===== src/rtl/mux_2_1_arb_pkg.sv =====
// Shared types and constants for the 2:1 packet-locking arbiter/mux.
package mux_2_1_arb_pkg;

  localparam int DEFAULT_WIDTH = 8;

  typedef enum logic [1:0] {
    IDLE  = 2'd0,
    LOCK0 = 2'd1,
    LOCK1 = 2'd2
  } state_t;

endpackage


===== src/rtl/mux_2_1_arb_rr_arb2.sv =====
// Two-way grant logic: free arbitration with a round-robin tiebreak while idle,
// fixed grant to the locked channel while a packet is in flight.
module rr_arb2
  import mux_2_1_arb_pkg::*;
(
  input  logic   v0,
  input  logic   v1,
  input  logic   prio,
  input  state_t state,
  output logic   gnt_valid,
  output logic   gnt
);

  always_comb begin
    gnt_valid = 1'b0;
    gnt       = 1'b0;
    case (state)
      IDLE: begin
        gnt_valid = v0 || v1;
        gnt       = (v0 && v1) ? prio : v1;
      end
      // A locked channel keeps its grant even while its valid is low.
      LOCK0: begin
        gnt_valid = 1'b1;
        gnt       = 1'b0;
      end
      LOCK1: begin
        gnt_valid = 1'b1;
        gnt       = 1'b1;
      end
      default: begin
        gnt_valid = 1'b0;
        gnt       = 1'b0;
      end
    endcase
  end

endmodule


===== src/rtl/mux_2_1_arb.sv =====
// Packet-aware 2:1 stream merge with a registered output stage; a channel
// holds the output from its first beat until its last beat is accepted.
module mux_2_1_arb
  import mux_2_1_arb_pkg::*;
#(
  parameter int WIDTH = DEFAULT_WIDTH
) (
  input  logic             clk,
  input  logic             rst,
  input  logic [WIDTH-1:0] i0_data,
  input  logic             i0_valid,
  input  logic             i0_last,
  output logic             i0_ready,
  input  logic [WIDTH-1:0] i1_data,
  input  logic             i1_valid,
  input  logic             i1_last,
  output logic             i1_ready,
  output logic [WIDTH-1:0] o_data,
  output logic             o_sel,
  output logic             o_valid,
  output logic             o_last,
  input  logic             o_ready
);

  state_t state_reg;
  logic   prio_reg;
  logic   load;
  logic   gnt_valid;
  logic   gnt;
  logic   acc0;
  logic   acc1;

  rr_arb2 u_arb (
    .v0        (i0_valid),
    .v1        (i1_valid),
    .prio      (prio_reg),
    .state     (state_reg),
    .gnt_valid (gnt_valid),
    .gnt       (gnt)
  );

  assign load     = !o_valid || o_ready;
  assign i0_ready = !rst && load && gnt_valid && !gnt;
  assign i1_ready = !rst && load && gnt_valid && gnt;
  assign acc0     = i0_valid && i0_ready;
  assign acc1     = i1_valid && i1_ready;

  always_ff @(posedge clk) begin
    if (rst) begin
      state_reg <= IDLE;
      prio_reg  <= 1'b0;
      o_valid   <= 1'b0;
      o_data    <= '0;
      o_sel     <= 1'b0;
      o_last    <= 1'b0;
    end else begin
      // Payload only changes on an accepted beat; an empty load just drops valid.
      if (load) begin
        o_valid <= acc0 || acc1;
        if (acc0) begin
          o_data <= i0_data;
          o_sel  <= 1'b0;
          o_last <= i0_last;
        end else if (acc1) begin
          o_data <= i1_data;
          o_sel  <= 1'b1;
          o_last <= i1_last;
        end
      end

      case (state_reg)
        IDLE: begin
          if (acc0 && !i0_last)      state_reg <= LOCK0;
          else if (acc1 && !i1_last) state_reg <= LOCK1;
        end
        LOCK0:   if (acc0 && i0_last) state_reg <= IDLE;
        LOCK1:   if (acc1 && i1_last) state_reg <= IDLE;
        default: state_reg <= IDLE;
      endcase

      // The channel that just finished a packet loses the next tie.
      if (acc0 && i0_last)      prio_reg <= 1'b1;
      else if (acc1 && i1_last) prio_reg <= 1'b0;
    end
  end

endmodule


===== config.mk =====
export PLATFORM = sky130hd
export DESIGN_NAME = mux_2_1_arb
export DESIGN_NICKNAME = d
export VERILOG_FILES = /design/src/rtl/mux_2_1_arb_pkg.sv /design/src/rtl/mux_2_1_arb_rr_arb2.sv /design/src/rtl/mux_2_1_arb.sv
export SDC_FILE = /design/constraint.sdc
export NUM_CORES = 1
export LEC_CHECK = 0
export ABC_AREA = 1
export CORE_AREA = 5 5 52 54
export CTS_CLUSTER_SIZE = 14
export DETAILED_ROUTE_END_ITERATION = 16
export DIE_AREA = 0 0 57 59
export PLACE_DENSITY = 0.84
export SKIP_CTS_REPAIR_TIMING = 1
export SLEW_MARGIN = 20
export SYNTH_ARGS = -nofsm -noshare
export SYNTH_HDL_FRONTEND = slang
export SYNTH_SLANG_ARGS = --single-unit
export TNS_END_PERCENT = 30

===== constraint.sdc =====
create_clock -name clk -period 2.65 [get_ports clk]
set_input_delay 0.53 -clock clk [delete_from_list [all_inputs] [get_ports clk]]
set_output_delay 0.53 -clock clk [all_outputs]
set_load 0.02 [all_outputs]

# --- Yosys cells after proc, flatten, opt, wreduce, memory -nomap -nowiden ---
# Cells that the tools add are included.
totals:
  word_cells: 52
  reg_bits: 14
  mem_bits_rw: 0
  output_inout_bits: 13
  n_memories: 0
  latch_bits: 0
  inputBits: 23
  rom_bits: 0
classes:
  add_sub_neg: 0
  mux: 16
  div: 0
  n_mul: 0
  n_lt_le_gt_ge: 0
  bitwise: 0
  reduce_logical: 25
  eq_ne: 5
  shifts: 0
op_table:
  columns: ["op", "n"]
  rows:
  - ["8-bit two-way mux", 2]
  - ["1-bit logical AND", 11]
  - ["2-bit two-way mux", 4]
  - ["1-bit two-way mux", 7]
  - ["2-bit case mux with 3 select lines", 1]
  - ["1-bit logical NOT", 5]
  - ["2-bit inequality test (second input constant)", 2]
  - ["1-bit case mux with 2 select lines", 2]
  - ["2-bit nonzero test", 2]
  - ["1-bit logical OR", 3]
  - ["3-bit inequality test (second input constant)", 1]
  - ["3-bit AND reduction", 1]
  - ["2-bit by 1-bit equality test with 1-bit output (second input constant)", 1]
  - ["2-bit equality test (second input constant)", 1]
  - ["2-bit logical NOT", 1]
  - ["2-bit AND reduction", 1]
  - ["2-bit OR reduction", 1]

# --- Depth between registers and ports, before layout ---
# Gate-level depths: netlist (run 1).
logic_depth:
  depth_word: 10
  mapped_depth: 13
  ltp_nobuf: 12

# --- Modules after synthesis ---
# From an unflattened synthesis (run 1), not the netlist that was laid out.
unflattened:
  cells_unflattened: 123
  area_unflattened_um2: 835.8
by_module_without_submodules:
  columns: ["module", "cells_each", "n_inst", "area_per_inst_um2", "seq_area_each_um2"]
  rows:
  - ["mux_2_1_arb", 108, 1, 748.2, 280.3]
  - ["rr_arb2", 15, 1, 87.6, 0.0]

# --- Worst setup path after synthesis (run 1) ---
# OpenSTA, ideal clock, no wires.
synth_timing:
  path_type: "register -> output"
  from: "register state_reg[0]"
  to: "output i0_ready"
  path_slack_ns: 0.901
  required_ns: 2.120
  stages_incl_launch_ff: 9
  arrival_time_ns: 1.219
  cell_sequence: "dfxtp_1 -> inv_1 -> ha_1 -> nand2_1 -> inv_1 -> nand2_2 -> nand2_4 -> nor2_4 -> buf_8"
synth_between:
  elab_chain_cells: 5
synth_rtl:
  columns: ["element", "line", "source"]
  rows:
  - ["start: declaration", "mux_2_1_arb.sv:25", "state_t state_reg;"]
  - ["start signal: assignment", "mux_2_1_arb.sv:50", "state_reg <= IDLE;"]
  - ["start signal: assignment", "mux_2_1_arb.sv:73", "if (acc0 && !i0_last) state_reg <= LOCK0;"]
  - ["start signal: assignment", "mux_2_1_arb.sv:74", "else if (acc1 && !i1_last) state_reg <= LOCK1;"]
  - ["2-bit by 1-bit equality test with 1-bit output / 2-bit equality test (equally long branches)", "mux_2_1_arb_rr_arb2.sv:17", "case (state)"]
  - ["2-bit OR reduction (no line)", null, null]
  - ["1-bit case mux with 2 select lines", "mux_2_1_arb_rr_arb2.sv:17", null]
  - ["1-bit logical AND", "mux_2_1_arb.sv:43", "assign i0_ready = !rst && load && gnt_valid && !gnt;"]
  - ["1-bit logical AND (*)", "mux_2_1_arb.sv:43", null]
  - ["end: declaration", "mux_2_1_arb.sv:13", "output logic i0_ready,"]
# Mark *: on every way between the ends. The rest lies on a longest branch, timed or not.

# --- Worst setup path in the final report (run 1) ---
# Same ends and word-level chain as after synthesis.

==> impl_metrics.env, run 1 <==
export IMPL_period_share_pct=84.9
export IMPL_tightestPinTransition_ns=0.264
export IMPL_syn_area_per_cell_um2=7.59
export IMPL_synth_ff_type="dfxtp_1"
export IMPL_whs_ns=0.487
export IMPL_via_per_inst=5.03
export IMPL_insertedDiodeCount=0
export IMPL_period_needed_ns=2.25
export IMPL_clkSlewWorstSetupHoldPaths_ns=0.09
export IMPL_drv_slew=0
export IMPL_wire_per_inst_um=13.5
export IMPL_finClkSkew_ns=0.00478
export IMPL_comb_power_share_pct=49.3
export IMPL_status="completed"
export IMPL_track_usage_pct=14.4
export IMPL_num_vias=890
export IMPL_die_w_um=57
export IMPL_ys_seq_elements=14
export IMPL_synth_fa_ha_area_share_pct=6.00
export IMPL_leakage_uw=0.000552
export IMPL_synth_cell_types=24
export IMPL_synth_compound_area_share_pct=17.1
export IMPL_yosys_area_top_type="dfxtp_1"
export IMPL_crit_type="register to output port"
export IMPL_cellInternalPower_uw=543
export IMPL_drive_gt1_share_pct=13.4
export IMPL_synthArstFlopShare_pct=0
export IMPL_power_density_nw_per_um2=715
export IMPL_fin_tns_setup_ns=0
export IMPL_wirelength_mm=2.39
export IMPL_cp_max_fo=5
export IMPL_detail_route_antenna_nets=0
export IMPL_first_pass_iters=5
export IMPL_start_util_pct=38.5
export IMPL_largest_register_ffs=8
export IMPL_synth_xor_area_share_pct=0
export IMPL_switching_share_pct=39.2
export IMPL_grt_overflow_total=0
export IMPL_numCtsBuffers=3
export IMPL_syn_area_um2=835
export IMPL_die_h_um=59
export IMPL_core_area_um2=2170
export IMPL_grt_pass1_wl_mm=3.80
export IMPL_critPathLaunchType="register"
export IMPL_hold_viol=0
export IMPL_antenna_found_initial=0
export IMPL_multi_input_area_um2=450
export IMPL_seq_power_share_pct=33.0
export IMPL_cts_tree="built"
export IMPL_max_slew_margin_pct=82.3
export IMPL_clockPowerShare_pct=17.8
export IMPL_vdd_ir_drop_max_uv=401
export IMPL_yosys_area_share_simple_pct=30.9
export IMPL_fillers=230
export IMPL_finalSetupViolCount=0
export IMPL_syn_inst=110
export IMPL_grt_max_degree=19
export IMPL_ys_warn_count=0
export IMPL_clockRootBuffer="clkbuf_4"
export IMPL_core_rowCount=17
export IMPL_ys_seq_area_share_pct=33.6
export IMPL_drv_cap=0
export IMPL_p_switching_uw=350
export IMPL_yosysMostFrequentCell="nand2_1"
export IMPL_synth_top_family_by_area="simple AND/OR/NAND/NOR gates"
export IMPL_synth_nets=137
export IMPL_grt_setup_unrepaired="false"
export IMPL_pin_count=36
export IMPL_fmax_ghz=0.445
export IMPL_clk_latency_ns=0.29
export IMPL_post_dp_cell_area_um2=1210
export IMPL_htree_num_levels=1
export IMPL_dp_hpwl_mm=1.80
export IMPL_cp_arrival_ns=1.72
export IMPL_seq_area_um2=280
export IMPL_grt_pass1_vias=869
export IMPL_synth_area_leaders="dfxtp_1 34%, nand2_1 8.5%, nand3_1 8.4%"
export IMPL_synth_edf_count=0
export IMPL_gp_congestion=0.770
export IMPL_hold_path_class="register to register"
export IMPL_yosysTopAreaCellShare_pct=33.6
export IMPL_end_kind="output port"
export IMPL_ys_top_cells_by_count="19 x nand2_1, 14 x dfxtp_1, 14 x nand3_1, 13 x inv_1, 9 x a31oi_1"
export IMPL_drt_initial_drc_count=23
export IMPL_clk_path_buf_depth=2
export IMPL_dieArea_um2=3360
export IMPL_drc=0
export IMPL_muxShareOfSynthArea_pct=0
export IMPL_syn_to_final_growth_pct=49.5
export IMPL_stdcell_area_um2=1250
export IMPL_finalNetCount=177
export IMPL_port_buffers=35
export IMPL_cp_required_ns=2.12
export IMPL_clock_sinks=14
power by group through the flow:
stage	clock network (uW)	registers (uW)	logic, uW
2_1_floorplan	0	352	216
3_3_place_gp	0	294	425
3_5_place_dp	0	298	439
4_1_cts	162	294	442
5_1_grt	174	303	478
6_report	159	294	440
worst max-delay path, cell delays in order, from the launching register on:
cell and delay (ns):
dfxtp_1 0.40, inv_1 0.08, ha_1 0.26, nand2_1 0.11, inv_1 0.07, nand2_2 0.09, nand2_4 0.07, nor2_4 0.11
dlymetal6s2s_1 0.23
final timing paths:
check                                               to                       from  slack, ns  depth (start not counted)
worst max-delay path                          i0_ready  state_reg[0]$_SDFFE_PP0P_       0.40                          8
worst min-delay path             prio_reg$_SDFFE_PP0P_      prio_reg$_SDFFE_PP0P_       0.49                          2
worst max register to register  o_data[6]$_SDFFE_PP0P_  state_reg[0]$_SDFFE_PP0P_       0.50                         12
worst min register to register   prio_reg$_SDFFE_PP0P_      prio_reg$_SDFFE_PP0P_       0.49                          2
metal layers:
metal,track usage (%),vias up,share of wire [%]
met2,25.6,28,53
met5,0,-,0
met3,2.83,2,5.0
li1,-,448,-
met4,7.28,0,0.67
met1,16.3,412,41
metrics by stage:
step	power [uW]	util, %	cells	setup WS [ns]
6_report	892	57.5	177	0.400
5_1_grt	955	57.5	177	0.245
4_1_cts	898	57.3	177	0.00283
3_5_place_dp	737	55.6	173	0.0447
3_3_place_gp	719	55.6	173	0.0596
2_1_floorplan	568	-	110	0.901
layout by cell type (no fill, tap or decap):
cell             Yosys  final
dfxtp_1             14     14
o21ai_0              5      5
inv_1               13     13
nor2_4               1      1
buf_4                1      5
clkinv_1             1      1
o21ai_1              5      5
nor2_2               1      1
nand2_2              4      4
nand2_1             19     19
ha_1                 4      4
a31oi_1              9      9
nor2_1               4      4
a21oi_2              1      1
nand2_4              2      2
nand3_1             14     14
clkbuf_8             1      1
nand4_1              3      3
clkbuf_4             0      3
nand3_4              1      1
clkdlybuf4s50_1      0     33
a21oi_1              3      3
o211ai_2             1      1
dlymetal6s2s_1       0      2
cell type report:
| class | instances | area share [%] |
|---|---|---|
| Clock buffer | 4 | 2.91 |
| Inverter | 14 | 4.21 |
| Multi-Input combinational cell | 77 | 36.1 |
| Sequential cell | 14 | 22.5 |
| Tap cell | 28 | 2.81 |
| Timing Repair Buffer | 40 | 31.5 |
cells by family after synthesis:
logic type / after synthesis
AND/OR/NAND/NOR: 49
flip-flops: 14
AO/OA/AOI/OAI: 24
buffers and inverters: 19
adder cells (fa/ha/maj): 4
(Power assumes the default switching activity.)
==> run 2: changes to the inputs <==
Settings changed: CORE_AREA 5 5 52 54 to 5 5 54 56, DIE_AREA 0 0 57 59 to 0 0 59 61, PLACE_DENSITY 0.84 to 0.82.
Clock period 2.65 ns to 1.92 ns, I/O delays scaled along.
==> run 2 against run 1 <==
Net effect:
- critical path depth is 1 lower
- wire length is 6.2% higher
- critical endpoint is now i1_ready
- power is 54% higher
- largest power group unchanged
==> impl_metrics.env, run 2 (synthesis results as in run 1) <==
export IMPL_cp_required_ns=1.54
export IMPL_core_rowCount=18
export IMPL_clockRootBuffer="clkbuf_4"
export IMPL_cp_arrival_ns=1.46
export IMPL_period_needed_ns=1.84
export IMPL_cts_tree="built"
export IMPL_clk_latency_ns=0.28
export IMPL_largest_register_ffs=8
export IMPL_dieArea_um2=3600
export IMPL_die_h_um=61
export IMPL_gp_congestion=0.882
export IMPL_via_per_inst=4.92
export IMPL_fillers=220
export IMPL_hold_path_class="register to register"
export IMPL_status="completed"
export IMPL_first_pass_iters=4
export IMPL_cpPeakStageDelay_ns=0.36
export IMPL_post_dp_cell_area_um2=1320
export IMPL_grt_max_degree=19
export IMPL_drv_slew=0
export IMPL_path_cells="inv_2 > buf_4 > ha_2 > inv_2 > buf_4 > a21oi_4 > buf_6"
export IMPL_vdd_ir_drop_max_uv=557
export IMPL_max_slew_margin_pct=85.0
export IMPL_stdcell_area_um2=1420
export IMPL_dp_hpwl_mm=1.88
export IMPL_core_area_um2=2390
export IMPL_grt_pass1_wl_mm=4.00
export IMPL_fin_tns_setup_ns=0
export IMPL_wire_per_inst_um=13.0
export IMPL_wirelength_mm=2.54
export IMPL_cp_slowest_cell="dfxtp_4"
export IMPL_clkSlewWorstSetupHoldPaths_ns=0.10
export IMPL_layout_common_cells="33 x clkdlybuf4s50_1, 20 x buf_4, 18 x nand2_1, 13 x nand3_1, 12 x dfxtp_1"
export IMPL_detail_route_antenna_nets=0
export IMPL_stdcell_count=195
export IMPL_leakage_uw=0.000610
export IMPL_period_share_pct=96.1
export IMPL_tightestPinTransition_ns=0.224
export IMPL_clock_sinks=14
export IMPL_htree_num_levels=1
export IMPL_hold_viol=0
export IMPL_end_kind="output port"
export IMPL_clk_path_buf_depth=2
export IMPL_finalNetCount=193
export IMPL_drv_cap=0
export IMPL_dp_cells=190
export IMPL_fin_util_pct=59.3
export IMPL_grt_pass1_vias=943
export IMPL_drive_gt1_share_pct=28.5
export IMPL_syn_to_final_growth_pct=69.6
export IMPL_critPathLaunchType="register"
export IMPL_track_usage_pct=14.7
export IMPL_grt_overflow_total=0
export IMPL_final_common_cell="clkdlybuf4s50_1"
export IMPL_port_buffers=35
export IMPL_die_w_um=59
export IMPL_cp_top_family="buffers and inverters"
export IMPL_num_vias=960
export IMPL_fmax_ghz=0.542
export IMPL_whs_ns=0.471
export IMPL_drt_initial_drc_count=7
export IMPL_crit_type="register to output port"
export IMPL_pin_count=36
export IMPL_numCtsBuffers=3
export IMPL_power_density_nw_per_um2=973
export IMPL_cp_num_buf_inv=5
export IMPL_cp_max_fo=3
export IMPL_finClkSkew_ns=0.00797
export IMPL_drc=0
export IMPL_insertedDiodeCount=0
export IMPL_finalSetupViolCount=0
export IMPL_start_util_pct=35.0
export IMPL_antenna_found_initial=0
-- run 2: changes by cell type in the layout (fill, tap and decap cells not counted), moves of 2 or more --
cell	previous run	this run
dlymetal6s2s_1	2	0
dfxtp_1	14	12
inv_2	0	3
buf_6	0	3
inv_1	13	10
buf_4	5	20
ha_1	4	2
-- run 2: worst reg2reg max path: stages (launching register included) --
cell	delay (ns)
dfxtp_4	0.37
inv_2	0.05
ha_4	0.16
nand2_2	0.08
inv_1	0.07
nand2_2	0.12
nand2_4	0.07
nor2_4	0.11
buf_6	0.17
nand3_1	0.11
nand2_1	0.12
nand3_1	0.11
a21oi_1	0.18
-- run 2: final timing paths --
| kind | from | to | slack, ns | cells after the start |
|---|---|---|---|---|
| worst max-delay path | state_reg[0]$_SDFFE_PP0P_ | i1_ready | 0.08 | 7 |
| worst min-delay path | prio_reg$_SDFFE_PP0P_ | prio_reg$_SDFFE_PP0P_ | 0.47 | 2 |
| worst max register to register | state_reg[0]$_SDFFE_PP0P_ | state_reg[1]$_SDFFE_PP0P_ | 0.11 | 12 |
| worst min register to register | prio_reg$_SDFFE_PP0P_ | prio_reg$_SDFFE_PP0P_ | 0.47 | 2 |
-- run 2: final cells by class --
type	count	area [um2]	share of cell area, %
Clock buffer	4	36.3	2.56
Inverter	14	52.6	3.71
Multi-Input combinational cell	77	489	34.6
Sequential cell	14	285	20.2
Tap cell	30	37.5	2.65
Timing Repair Buffer	56	514	36.3
-- run 2: per-layer routing --
layer / global-route usage (%) / part of all wire (%)
met5: 0 / 0
met4: 3.88 / 1.2
met2: 28.4 / 55
met1: 15.5 / 37
met3: 4.04 / 7.3
-- run 2: metrics by stage --
step           setup slack [ns]  power [uW]
2_1_floorplan             0.244         784
3_3_place_gp             -0.328        1080
3_5_place_dp             -0.355        1100
4_1_cts                  -0.505        1330
5_1_grt                 -0.0163        1470
6_report                 0.0751        1380
-- run 2: report_power, final --
group	internal [uW]	switching [uW]	leakage, uW
Clock	115	107	0.0000210
Sequential	366	39.8	0.000116
Combinational	369	380	0.000473
Total	850	528	0.000610
